File: src/rtl/timer_counter.sv
// Memory-mapped countdown timer for one bridge device slot.
// Supports one-shot and auto-reload modes with a maskable level interrupt.
//
//   state | meaning
//   ------+------------------------------------------------------------
//   IDLE  | waiting for En
//   LOAD  | COUNT <= PRESET, irq_flag cleared
//   CNT   | counting down while En; expires at COUNT <= 1
//   INT   | expiry cycle; one-shot drops En, auto-reload drops irq_flag
module timer_counter (
  input  logic        clk,
  input  logic        reset,
  input  logic [31:2] Addr,
  input  logic        WE,
  input  logic [31:0] Din,
  output logic [31:0] Dout,
  output logic        IRQ
);

  typedef enum logic [1:0] {IDLE, LOAD, CNT, INT} state_t;

  state_t      state, state_nxt;
  logic [3:0]  ctrl;
  logic [31:0] preset;
  logic [31:0] count;
  logic        irq_flag;

  logic        en, im, auto_reload;
  logic        wr_ctrl, wr_preset, expire;
  logic        unused_addr;

  assign en          = ctrl[0];
  assign auto_reload = (ctrl[2:1] == 2'b01);
  assign im          = ctrl[3];
  assign wr_ctrl     = WE && (Addr[3:2] == 2'b00);
  assign wr_preset   = WE && (Addr[3:2] == 2'b01);
  assign expire      = (state == CNT) && en && (count <= 32'd1);
  assign unused_addr = ^Addr[31:4];

  always_comb begin
    state_nxt = state;
    case (state)
      IDLE: if (en) state_nxt = LOAD;
      LOAD: state_nxt = CNT;
      CNT: begin
        if (!en)        state_nxt = IDLE;
        else if (expire) state_nxt = INT;
      end
      INT:  state_nxt = IDLE;
      default: state_nxt = IDLE;
    endcase
  end

  always_ff @(posedge clk or negedge reset) begin
    if (!reset) state <= IDLE;
    else        state <= state_nxt;
  end

  // Bus writes take priority over the FSM dropping En; the FSM setting
  // irq_flag takes priority over any clear.
  always_ff @(posedge clk or negedge reset) begin
    if (!reset) begin
      ctrl     <= 4'h0;
      preset   <= 32'h0;
      count    <= 32'h0;
      irq_flag <= 1'b0;
    end else begin
      if (wr_ctrl)
        ctrl <= Din[3:0];
      else if (state == INT && !auto_reload)
        ctrl[0] <= 1'b0;

      if (wr_preset)
        preset <= Din;

      if (state == LOAD)
        count <= preset;
      else if (state == CNT && en)
        count <= expire ? 32'h0 : count - 32'd1;

      if (expire)
        irq_flag <= 1'b1;
      else if (state == LOAD || (state == INT && auto_reload) || wr_ctrl || wr_preset)
        irq_flag <= 1'b0;
    end
  end

  always_comb begin
    Dout = 32'h0;
    case (Addr[3:2])
      2'b00:   Dout = {28'h0, ctrl};
      2'b01:   Dout = preset;
      2'b10:   Dout = count;
      default: Dout = 32'h0;
    endcase
  end

  assign IRQ = irq_flag & im;

endmodule

File: config.mk
export PLATFORM = sky130hd
export DESIGN_NAME = timer_counter
export DESIGN_NICKNAME = d
export VERILOG_FILES = /design/src/rtl/timer_counter.sv
export SDC_FILE = /design/constraint.sdc
export NUM_CORES = 1
export LEC_CHECK = 0
export ABC_AREA = 0
export BUFFER_PORTS_ARGS = -buffer_cell sky130_fd_sc_hd__buf_2
export CAP_MARGIN = 30
export CORE_MARGIN = 1.5
export CORE_UTILIZATION = 54
export DETAILED_ROUTE_END_ITERATION = 10
export GPL_TIMING_DRIVEN = 0
export PLACE_DENSITY = 0.9
export SYNTH_ARGS = -nofsm -noshare
export SYNTH_HDL_FRONTEND = slang
export SYNTH_SLANG_ARGS = --single-unit
File: constraint.sdc
create_clock -name clk -period 3.5 [get_ports clk]
set_clock_uncertainty 0.2 [all_clocks]
set_input_delay 0.175 -clock clk [delete_from_list [all_inputs] [get_ports clk]]
set_output_delay 0.175 -clock clk [all_outputs]
set_load 0.02 [all_outputs]
# Word-level counts from Yosys, hierarchy flattened
# Cells that the tools add are included.
[word_totals]
register_bits = 71
inputBits = 65
wordCells = 45
out_inout_bits = 33
[classes]
n_reduce_logical = 16
n_bitwise = 1
magnitude_cmp = 1
n_eq_ne = 8
n_mux = 12
add_sub_neg = 1
[ops]
columns = ["operator", "n"]
rows = [
  ["$mux W32", 3],
  ["$pmux W32 S3", 1],
  ["$le A32 B1 Y1 const B", 1],
  ["$sub A32 B1 Y32 const B", 1],
  ["$pmux W2 S4", 1],
  ["$eq A2 B1 Y1 const B", 3],
  ["$eq A2 B2 Y1 const B", 3],
  ["$logic_and A1 B1 Y1", 6],
  ["$mux W2", 3],
  ["$reduce_bool A2 Y1", 3],
  ["$logic_not A2 Y1", 2],
  ["$mux W1", 4],
  ["$logic_or A1 B1 Y1", 3],
  ["$ne A3 B3 Y1 const B", 1],
  ["$ne A2 B2 Y1 const B", 1],
  ["$reduce_and A2 Y1", 1],
  ["$and A1 B1 Y1", 1],
  ["$logic_not A1 Y1", 1],
]

# Depth between registers and ports, before layout
# Gate-level depths: netlist of run 1.
[logic_depth]
word_depth = 7
depth_mapped = 8

# Least setup slack after synthesis of run 1
# No wires, ideal clock.
[synth_path]
path_kind = "register -> register"
start = "reg count[18]"
end = "reg count[29]"
path_slack_ns = 0.807
required_time_ns = 3.174
stages_incl_launch_ff = 7
setup_time_ns = 0.126
path_buffers = 2
t_arrival_ns = 2.367
path_cell_list = "dfrtp_1 -> buf_6 -> or4_4 -> buf_6 -> or4_4 -> o31a_1 -> a221o_1"
[synth_via]
elab_chain_len = 5
[synth_lines]
columns = ["element", "line_no", "text"]
rows = [
  ["start, declared", "25", "logic [31:0] count;"],
  ["start signal, assigned", "77", "count <= preset;"],
  ["start signal, assigned", "79", "count <= expire ? 32'h0 : count - 32'd1;"],
  ["$le A32 B1 Y1", "37", "assign expire = (state == CNT) && en && (count <= 32'd1);"],
  ["$logic_and A1 B1 Y1", "37", ""],
  ["$mux W32 (*)", "79", ""],
  ["$mux W32 (*)", "78", "else if (state == CNT && en)"],
  ["$mux W32 (*)", "76", "if (state == LOAD)"],
]
# Mark *: on every way between the ends. The rest lies on a longest branch, timed or not. The select of a mux whose other input is x is not followed.
# A chain may end at the register's enable or synchronous reset.

# Final worst setup path of run 1
[layout_path]
start = "reg count[18]"
end = "reg count[17]"
[layout_via]
elab_chain_len = 5
[layout_lines]
columns = ["element", "line_no"]
rows = [
  ["$le A32 B1 Y1", "37"],
  ["$logic_and A1 B1 Y1", "37"],
  ["$mux W32", "79"],
  ["$mux W32", "78"],
  ["$mux W32", "76"],
]
# Every way passes these cells. The select of a mux whose other input is x is not followed.

==> key figures, run 1 <==
Clock network
  • CTS sink count: 71
  • Post-CTS setup buffers: 0
  • CTS Buffer Depth: 2
  • Clock Latency Late Sink: 0.37 ns
  • CTS tree: done
  • CTS resizes: 0
  • CTS Hold Buffers Added: 34
  • H-tree Lvls: 3
  • Clk root buf: clkbuf_8
  • Total CTS buffers: 9
  • Clock transition at path regs: 0.08 ns

Synthesis
  • Post-Synth XOR/XNOR Area: 0.0111
  • Post-synth net total: 461
  • Largest family of logic cells by synthesized area: compound AO/OA/AOI/OAI gates
  • Adder-cell share of the synthesized area: 0.00633
  • Async S/R FF share, synth: 1.00
  • Synth cell types: 55
  • Post-synthesis mux area share: 0.112
  • Post-Syn Instances: 394
  • Post-Synth Simple-Gate Area: 0.170
  • Mapped cell area: 3950 µm²
  • Post-synthesis sequential area ratio: 0.449
  • Synth Area in Compound Gates: 0.213
  • Avg Cell Area, Syn: 10.0 µm²
  • Ys Warns: 0
  • Most used DFF post-synth: dfrtp_1
  • Post-synthesis register bit count: 71
  • EDFF count, synth: 0

Timing
  • Minimum clock period: 2.99 ns
  • Hold WS: 0.0474 ns
  • Relative slew margins: 0.398
  • Measured slew at the worst slew-check pin: 0.903 ns
  • Max-slew violations: 0
  • F_max: 334 MHz
  • Final hold violations: 0
  • Final setup vio count: 0
  • Setup TNS: 0 ns
  • Final WS setup: 0.509 ns
  • Unrepaired setup endpoints after global routing: no
  • Fin crit share: 0.854

Detailed routing
  • Final wirelength: 12100 µm
  • Pre-Repair DR Iteration Count: 5
  • Routed vias: 3954
  • Drt wl/cell: 19.8 µm
  • ANT nets after route: 0
  • Drt first-iter violations: 465
  • Post-route DRC: 0
  • Via density: 6.47

Final layout
  • Leading cell type in the layout, fill and taps excluded: dfrtp_1
  • Diode count: 0
  • Area Growth Syn to Fin: 25.8%
  • Most frequent cells in the layout: dfrtp_1 (71), buf_2 (67), mux2_2 (34), dlygate4sd3_1 (34)
  • Filler instances: 520
  • Design area: 4970 µm²
  • Layout cell share with drive strength beyond 1: 0.254
  • NumNets Final: 574

Min path
  • Hold Crit Depth: 4
  • Worst Hold End: ctrl[1]$_DFFE_PN0P_
  • Worst Hold Launch: Addr[2]
  • Worst Hold Class: input pin to flop

Placed design
  • I/O Buffers: 68
  • Routability cong.: 0.988
  • Post-DP Area: 4420 µm²
  • Setup WS pre-CTS: 0.605 ns
  • Post-detail-place hpwl: 7860 µm

Die
  • Die ar.: 7840 µm²
  • Core ar.: 7180 µm²
  • Die Wd: 88.6 µm
  • Die H: 88.6 µm
  • Row Count: 31
  • I/O pin count: 98
  • Initial Util: 0.551

Critical path
  • WP data arrival: 3.02 ns
  • FF-to-FF path depth: 7
  • CP Class: flop to flop
  • Critical Path Start Type: flop
  • Critical Path RT: 3.53 ns
  • Critical path, cell by cell: buf_6, or4_4, buf_6, or4_4, o31ai_4, buf_4, o221ai_1
  • R2r startpoint: count[18]$_DFFE_PN0P_
  • R2r endpoint: count[17]$_DFFE_PN0P_
  • CP Capture Type: flop
  • CP max FO: 10
  • Worst reg2reg setup slack: 0.51 ns
  • Max stage delay on crit path: 0.58 ns
  • Slowest CP cell: or4_4

Global route
  • Vias in the first global route: 3693
  • Congestion Overflow GR: 0
  • GR Util All Layers: 0.319
  • First-pass GRT wire length: 18600 µm
  • Initial antenna violation count: 0
  • Largest net degree at the start of global routing: 72

Status
  • Outcome: complete, no violations

Power
  • Worst vdd ir: 0.000393 V
  • LEAKAGE: 2.12 nW
  • Pwr per Cell Area: 740 nW/µm²

Job
  • Max-cap viol count: 0
## where the power goes
group | internal, mW | switching, mW | total, mW
Combinational | 0.623 | 0.886 | 1.51
Sequential | 1.10 | 0.335 | 1.43
Clock | 0.396 | 0.340 | 0.736
## Yosys cell counts, types with 4 or more instances
master    count  area (µm²)
nand2_1      29         109
o31ai_1       4        30.0
nand2b_1      5        31.3
o211ai_1      8        60.1
o21ai_0      11        55.1
or4_1         7        52.6
nand3_1      14        70.1
o311ai_1      4        35.0
clkbuf_1     19        71.3
nor2_1       17        63.8
dfrtp_1      71        1780
o21ai_1      12        60.1
and3_1        9        56.3
or3_1         8        50.1
o22ai_1       5        31.3
nor3_1        7        35.0
inv_1         8        30.0
buf_1         5        18.8
nor4_1        8        50.1
mux2i_1       6        60.1
nand4_1       5        31.3
a22o_1       29         254
mux2_2       34         383
a21oi_1      21         105
## layout make-up
| class | count | area, µm² | share of cell area |
|---|---|---|---|
| Multi-Input combinational cell | 288 | 2030 | 0.408 |
| Sequential cell | 71 | 1780 | 0.357 |
| Timing Repair Buffer | 102 | 683 | 0.137 |
| Clock buffer | 9 | 124 | 0.0249 |
| Tap cell | 99 | 124 | 0.0249 |
| Buffer | 27 | 120 | 0.0242 |
| Clock inverter | 7 | 87.6 | 0.0176 |
| Inverter | 8 | 30.0 | 0.00604 |
## critical path, delay by kind of cell, from the launching register on
family | cells | cell delay (ns)
buffers and inverters | 3 | 0.58
flip-flops | 1 | 0.38
AND/OR/NAND/NOR | 2 | 1.11
AO/OA/AOI/OAI | 2 | 0.57
## through the flow
stage | utilization | instances | total power, mW
4_1_cts | 0.693 | 611 | 3.61
2_1_floorplan | - | 394 | 2.39
6_report | 0.693 | 611 | 3.68
3_3_place_gp | 0.616 | 561 | 2.77
5_1_grt | 0.693 | 611 | 3.85
3_5_place_dp | 0.616 | 561 | 2.84
## sequential cells by signal (all words and copies together) (netlist names)
name and flops:
state 2, irq_flag 1, preset 32, count 32, ctrl 4
## logic make-up after synthesis
group | after synthesis
compound gates | 117
xor+xnor | 5
fa+ha+maj | 2
buf+inv | 35
flops | 71
mux | 40
simple gates | 124
## how the worst max path moves through the flow
| stage | slack [ns] | depth (start not counted) | from | to |
|---|---|---|---|---|
| 2_1_floorplan | 0.81 | 6 | count[18]$_DFFE_PN0P_ | count[29]$_DFFE_PN0P_ |
| 3_3_place_gp | 0.60 | 7 | count[18]$_DFFE_PN0P_ | count[17]$_DFFE_PN0P_ |
| 3_5_place_dp | 0.60 | 7 | count[18]$_DFFE_PN0P_ | count[17]$_DFFE_PN0P_ |
| 4_1_cts | 0.56 | 7 | count[18]$_DFFE_PN0P_ | count[17]$_DFFE_PN0P_ |
| 5_1_grt | 0.49 | 6 | count[12]$_DFFE_PN0P_ | count[17]$_DFFE_PN0P_ |
| 6_report | 0.51 | 7 | count[18]$_DFFE_PN0P_ | count[17]$_DFFE_PN0P_ |
## metal layers
| layer | up-vias | part of all wire | track usage |
|---|---|---|---|
| met5 | - | 0 | 0 |
| met4 | 0 | 0.048 | 0.163 |
| met3 | 75 | 0.099 | 0.0765 |
| met2 | 267 | 0.46 | 0.496 |
| met1 | 1883 | 0.39 | 0.419 |
| li1 | 1729 | - | - |
Note: power is estimated with default switching activity, not from simulation.
==> run 2: changes to the inputs <==
==> constraint.sdc (replaced) <==
create_clock -name clk -period 3.5 [get_ports clk]
set_clock_uncertainty 0.2 [all_clocks]
set_input_delay 0.7 -clock clk [delete_from_list [all_inputs] [get_ports clk]]
set_output_delay 0.7 -clock clk [all_outputs]
set_load 0.02 [all_outputs]
==> key figures, run 2 (same netlist as run 1, synthesis figures left out) <==
Die
  • Row Count: 31 (unchanged)
  • Die ar.: 7840 µm² (unchanged)
  • Die Wd: 88.6 µm (unchanged)
  • I/O pin count: 98 (unchanged)
  • Initial Util: 0.551 (unchanged)
  • Core ar.: 7180 µm² (unchanged)
  • Die H: 88.6 µm (unchanged)

Global route
  • M2 GR Usage: 0.485 (-0.0111)
  • Congestion Overflow GR: 0 (unchanged)
  • Top Usage Layer GRT: met2
  • First-pass GRT wire length: 17900 µm (-3.8%)
  • Initial antenna violation count: 0 (unchanged)
  • Met1 Usage GRT: 0.406 (-0.0133)
  • Largest net degree at the start of global routing: 72 (unchanged)
  • Vias in the first global route: 3569 (-3.4%)
  • M3 GR Usage: 0.0672 (-0.00933)
  • GR Util All Layers: 0.309 (-0.0108)

Timing
  • Final WS setup: 0.223 ns (-0.286 ns)
  • Relative slew margins: 0.397 (-0.00118)
  • Final hold violations: 0 (unchanged)
  • Final setup vio count: 0 (unchanged)
  • F_max: 305 MHz (-8.7%)
  • Max-slew violations: 0 (unchanged)
  • Unrepaired setup endpoints after global routing: no
  • Fin crit share: 0.936 (+0.0818)
  • Minimum clock period: 3.28 ns (+0.286 ns)
  • Measured slew at the worst slew-check pin: 0.905 ns (+0.00176 ns)

Detailed routing
  • ANT nets after route: 0 (unchanged)
  • Drt wl/cell: 20.1 µm (+1.8%)
  • Final wirelength: 11600 µm (-3.8%)
  • Drt first-iter violations: 547 (+18%)
  • Routed vias: 3817 (-3.5%)
  • Post-route DRC: 0 (unchanged)
  • Via density: 6.62 (+2.2%)
  • Pre-Repair DR Iteration Count: 5 (unchanged)

Final layout
  • Most frequent cells in the layout: dfrtp_1 (71), buf_2 (68), mux2_2 (34)
  • NumNets Final: 540 (-5.9%)
  • Area of the multi-input gates: 2030 µm² (unchanged)
  • Diode count: 0 (unchanged)
  • Leading cell type in the layout, fill and taps excluded: dfrtp_1
  • Area Growth Syn to Fin: 17.2%
  • Register area: 1780 µm² (unchanged)
  • Layout cell share with drive strength beyond 1: 0.276 (+0.0222)
  • Largest regs: count x32, preset x32, ctrl x4
  • Filler instances: 574 (+10%)

Critical path
  • FF-to-FF path depth: 7 (unchanged)
  • R2r endpoint: count[17]$_DFFE_PN0P_
  • CP max FO: 10 (unchanged)
  • Critical Path Start Type: input pin
  • WP data arrival: 2.38 ns (-0.64 ns)
  • CP Capture Type: output pin
  • CP Class: input pin to output pin
  • Worst reg2reg setup slack: 0.53 ns (+0.02 ns)
  • R2r startpoint: count[18]$_DFFE_PN0P_
  • Critical Path RT: 2.60 ns (-0.93 ns)

Clock network
  • Total CTS buffers: 9 (unchanged)
  • CTS tree: done
  • Clock Latency Late Sink: 0.36 ns (about the same)
  • H-tree Lvls: 3 (unchanged)
  • Clock transition at path regs: 0.08 ns (about the same)
  • Clk root buf: clkbuf_8
  • Post-CTS setup buffers: 0 (unchanged)
  • CTS Buffer Depth: 2 (unchanged)
  • CTS sink count: 71 (unchanged)

Power
  • Reported net switching power: 1.54 mW (-1.3%)
  • Int Pwr: 2.09 mW (-1.1%)
  • Switching Share: 0.424 (about the same)
  • Worst vdd ir: 0.000369 V (-6.2%)
  • Flop pwr share: 0.393 (+0.004)
  • Total power: 3.63 mW (-1.2%)
  • Clk pwr share: 0.200 (about the same)
  • LEAKAGE: 1.99 nW (-6.4%)
  • Pwr per Cell Area: 784 nW/µm² (+6.0%)
  • Comb pwr share: 0.406 (-0.005)

Placed design
  • Routability cong.: 0.988 (unchanged)
  • Setup WS pre-CTS: -0.0406 ns (-0.645 ns)
  • Post-detail-place hpwl: 7860 µm (unchanged)
  • I/O Buffers: 68 (unchanged)

Min path
  • Worst Hold Class: input pin to async pin

Job
  • Max-cap viol count: 0 (unchanged)

Status
  • Outcome: complete, no violations
run 2: through the flow:
stage,util,cells,TNS (ns),hold slack [ns],cell area (µm²)
2_1_floorplan,-,394,0,0.204,3950
3_3_place_gp,0.616,561,-0.0587,0.298,4420
3_5_place_dp,0.616,561,-0.199,0.312,4420
4_1_cts,0.646,577,0,0.304,4630
5_1_grt,0.646,577,0,0.330,4630
6_report,0.646,577,0,0.255,4630
run 2: power by group through the flow:
stage	logic [mW]	clock network (mW)	registers, mW
floorplan	1.06	0	1.33
global placement	1.37	0	1.40
detailed placement	1.42	0	1.43
CTS	1.44	0.726	1.41
global route	1.59	0.766	1.46
finish	1.48	0.728	1.43
run 2: worst max-delay path by stage:
| stage | startpoint | to | cells after the start |
|---|---|---|---|
| after floorplan | Addr[3] | Dout[13] | 5 |
| final | Addr[3] | Dout[31] | 6 |
| after global placement | Addr[3] | Dout[8] | 6 |
| after global routing | Addr[3] | Dout[11] | 6 |
| after CTS | Addr[3] | Dout[23] | 6 |
| after detailed placement | Addr[3] | Dout[8] | 6 |
run 2: critical path, stage by stage:
cell and delay (ns):
clkbuf_1 0.19, nor2b_1 0.15, clkbuf_1 0.35, clkbuf_1 0.55
a22o_1 0.26, buf_2 0.17
run 2: layout make-up:
type | instances | share of cell area
buffer | 27 | 0.0265
inverter | 8 | 0.00648
multi-input combinational | 288 | 0.437
tap | 99 | 0.0267
sequential | 71 | 0.383
timing repair buffer | 68 | 0.0740
clock inverter | 7 | 0.0189
clock buffer | 9 | 0.0267
run 2: layer usage:
layer / wire length [µm] / share of wire
met1: 4590 / 0.40
met3: 1100 / 0.095
met5: 0 / 0
met2: 5430 / 0.47
met4: 494 / 0.043
run 2: what timing repair did:
item / CTS / global route
endpoints found under the setup margin: 10 / 10
gates cloned: 0 / 0
hold buffers: 0 / 0
resized for setup: 1 / 2
==> run 3: changes to the inputs <==
RECOVER_POWER = 50   (was unset)
==> key figures, run 3 (same netlist as run 1, synthesis figures left out) <==
Power
  • Comb pwr share: 0.406 (about the same)
  • LEAKAGE: 1.98 nW (-0.26%)
  • Worst vdd ir: 0.000369 V (about the same)
  • Switching Share: 0.425 (+0.000571)
  • Clk pwr share: 0.201 (about the same)
  • Reported net switching power: 1.54 mW (+0.22%)
  • Flop pwr share: 0.393 (about the same)
  • Int Pwr: 2.09 mW (about the same)
  • Total power: 3.64 mW (about the same)
  • Pwr per Cell Area: 785 nW/µm² (+0.16%)

Detailed routing
  • Drt first-iter violations: 547 (unchanged)
  • Routed vias: 3825 (+0.21%)
  • Via density: 6.63 (+0.21%)
  • Final wirelength: 11700 µm (+0.34%)
  • Drt wl/cell: 20.2 µm (+0.34%)
  • Post-route DRC: 0 (unchanged)
  • ANT nets after route: 0 (unchanged)
  • Pre-Repair DR Iteration Count: 5 (unchanged)

Clock network
  • Total CTS buffers: 9 (unchanged)
  • Clock Latency Late Sink: 0.36 ns (about the same)
  • Clock transition at path regs: 0.08 ns (about the same)
  • CTS tree: done
  • CTS Hold Buffers Added: 0 (unchanged)
  • Clk root buf: clkbuf_8
  • H-tree Lvls: 3 (unchanged)
  • CTS sink count: 71 (unchanged)
  • Post-CTS setup buffers: 0 (unchanged)
  • CTS Buffer Depth: 2 (unchanged)

Global route
  • Largest net degree at the start of global routing: 72 (unchanged)
  • GR Util All Layers: 0.309 (unchanged)
  • Initial antenna violation count: 0 (unchanged)
  • First-pass GRT wire length: 17900 µm (unchanged)
  • Vias in the first global route: 3569 (unchanged)
  • Congestion Overflow GR: 0 (unchanged)

Final layout
  • Largest regs: count x32, preset x32, ctrl x4
  • Post-route insts no fill: 577 (unchanged)
  • NumNets Final: 540 (unchanged)
  • Leading cell type in the layout, fill and taps excluded: dfrtp_1
  • Diode count: 0 (unchanged)
  • Area Growth Syn to Fin: 17.1% (about the same)
  • Most frequent cells in the layout: dfrtp_1 (71), buf_2 (67), mux2_2 (34)
  • Layout cell share with drive strength beyond 1: 0.274 (-0.00209)
  • Filler instances: 576 (+0.35%)

Die
  • Die Wd: 88.6 µm (unchanged)
  • Row Count: 31 (unchanged)
  • Die ar.: 7840 µm² (unchanged)
  • Die H: 88.6 µm (unchanged)
  • I/O pin count: 98 (unchanged)
  • Core ar.: 7180 µm² (unchanged)
  • Initial Util: 0.551 (unchanged)

Timing
  • Minimum clock period: 3.28 ns (-0.00161 ns)
  • Final setup vio count: 0 (unchanged)
  • F_max: 305 MHz (about the same)
  • Max-slew violations: 72 (+72)
  • Hold WS: 0.335 ns (+0.0800 ns)
  • Measured slew at the worst slew-check pin: 1.79 ns (+0.881 ns)
  • Unrepaired setup endpoints after global routing: no
  • Fin crit share: 0.936 (about the same)
  • Final hold violations: 0 (unchanged)
  • Relative slew margins: -0.190 (-0.587)

Placed design
  • Post-detail-place hpwl: 7860 µm (unchanged)
  • Routability cong.: 0.988 (unchanged)
  • I/O Buffers: 68 (unchanged)
  • Inst Count DP: 561 (unchanged)

Critical path
  • Critical Path RT: 2.60 ns (about the same)
  • Critical Path Start Type: input pin
  • Cell family with most CP delay: buffers and inverters
  • CP Capture Type: output pin
  • CP Class: input pin to output pin
  • Max stage delay on crit path: 0.48 ns (-0.07 ns)
  • Most used cell, CP: clkbuf_1
  • CP max FO: 10 (unchanged)
  • Critical path, cell by cell: clkbuf_1, nor2b_1, clkbuf_2, clkbuf_1, a22o_1, buf_2
  • Slowest CP cell: clkbuf_1
  • Crit path buf inv count: 4 (unchanged)
  • WP data arrival: 2.38 ns (about the same)

Status
  • Violations in the final reports: max-capacitance violations, max-slew violations
  • Outcome: finished, violations left

Min path
  • Worst Hold Class: flop to flop

Job
  • Max-cap viol count: 1 (+1)
-- run 3: cell count changes in the layout (fill, tap and decap cells not counted) --
cell      change
buf_4         -1
buf_1         -1
clkbuf_1      +2
buf_2         -1
clkbuf_2      +1
-- run 3: power by group through the flow --
stage | Combinational [mW] | Sequential (mW) | Clock [mW]
2_1_floorplan | 1.06 | 1.33 | 0
3_3_place_gp | 1.37 | 1.40 | 0
3_5_place_dp | 1.42 | 1.43 | 0
4_1_cts | 1.44 | 1.41 | 0.726
5_1_grt | 1.59 | 1.46 | 0.766
6_report | 1.48 | 1.43 | 0.730
-- run 3: what timing repair did --
item                                    4_1_cts  5_1_grt
resized for setup                             1        2
endpoints found under the setup margin       10       10
gates cloned                                  0        0
-- run 3: cell type report --
type                    instances  area (µm²)  share of cell area
clock inverters                 7        87.6              0.0189
repair buffers                 68         339              0.0732
multi-input cells             288        2030               0.438
inverters                       8        30.0             0.00648
plain buffers                  27         123              0.0265
flip-flops and latches         71        1780               0.384
well taps                      99         124              0.0267
clock buffers                   9         124              0.0267
-- run 3: per-layer routing --
layer | track usage | share of wire | vias up
li1 | - | - | 1659
met5 | 0 | 0 | -
met3 | 0.0672 | 0.095 | 48
met2 | 0.485 | 0.47 | 264
met1 | 0.406 | 0.40 | 1854
met4 | 0.155 | 0.042 | 0
-- run 3: worst reg2reg max path, stage by stage, from the launching register on --
cell and delay [ns]:
dfrtp_1 0.38, buf_6 0.14, or4_4 0.53, buf_6 0.15
or4_4 0.58, o31ai_4 0.42, buf_4 0.29, o221ai_1 0.14
-- run 3: metrics by stage --
step           area, µm²  setup TNS, ns   util  setup WS, ns
5_1_grt             4630              0  0.645         0.169
2_1_floorplan       3950              0      -         0.623
3_3_place_gp        4420        -0.0587  0.616       -0.0277
6_report            4630              0  0.645         0.225
4_1_cts             4630              0  0.646        0.0288
3_5_place_dp        4420         -0.199  0.616       -0.0406
-- run 3: final timing paths --
kind,start,end,slack (ns),depth (start not counted)
hold reg to reg,ctrl[3]$_DFFE_PN0P_,ctrl[3]$_DFFE_PN0P_,0.33,1
min in group asynchronous,reset,ctrl[1]$_DFFE_PN0P_,0.59,1
max in group asynchronous,reset,count[27]$_DFFE_PN0P_,1.43,1
hold / removal,ctrl[3]$_DFFE_PN0P_,ctrl[3]$_DFFE_PN0P_,0.33,1
setup reg to reg,count[18]$_DFFE_PN0P_,count[17]$_DFFE_PN0P_,0.53,7
setup / recovery,Addr[3],Dout[14],0.22,6
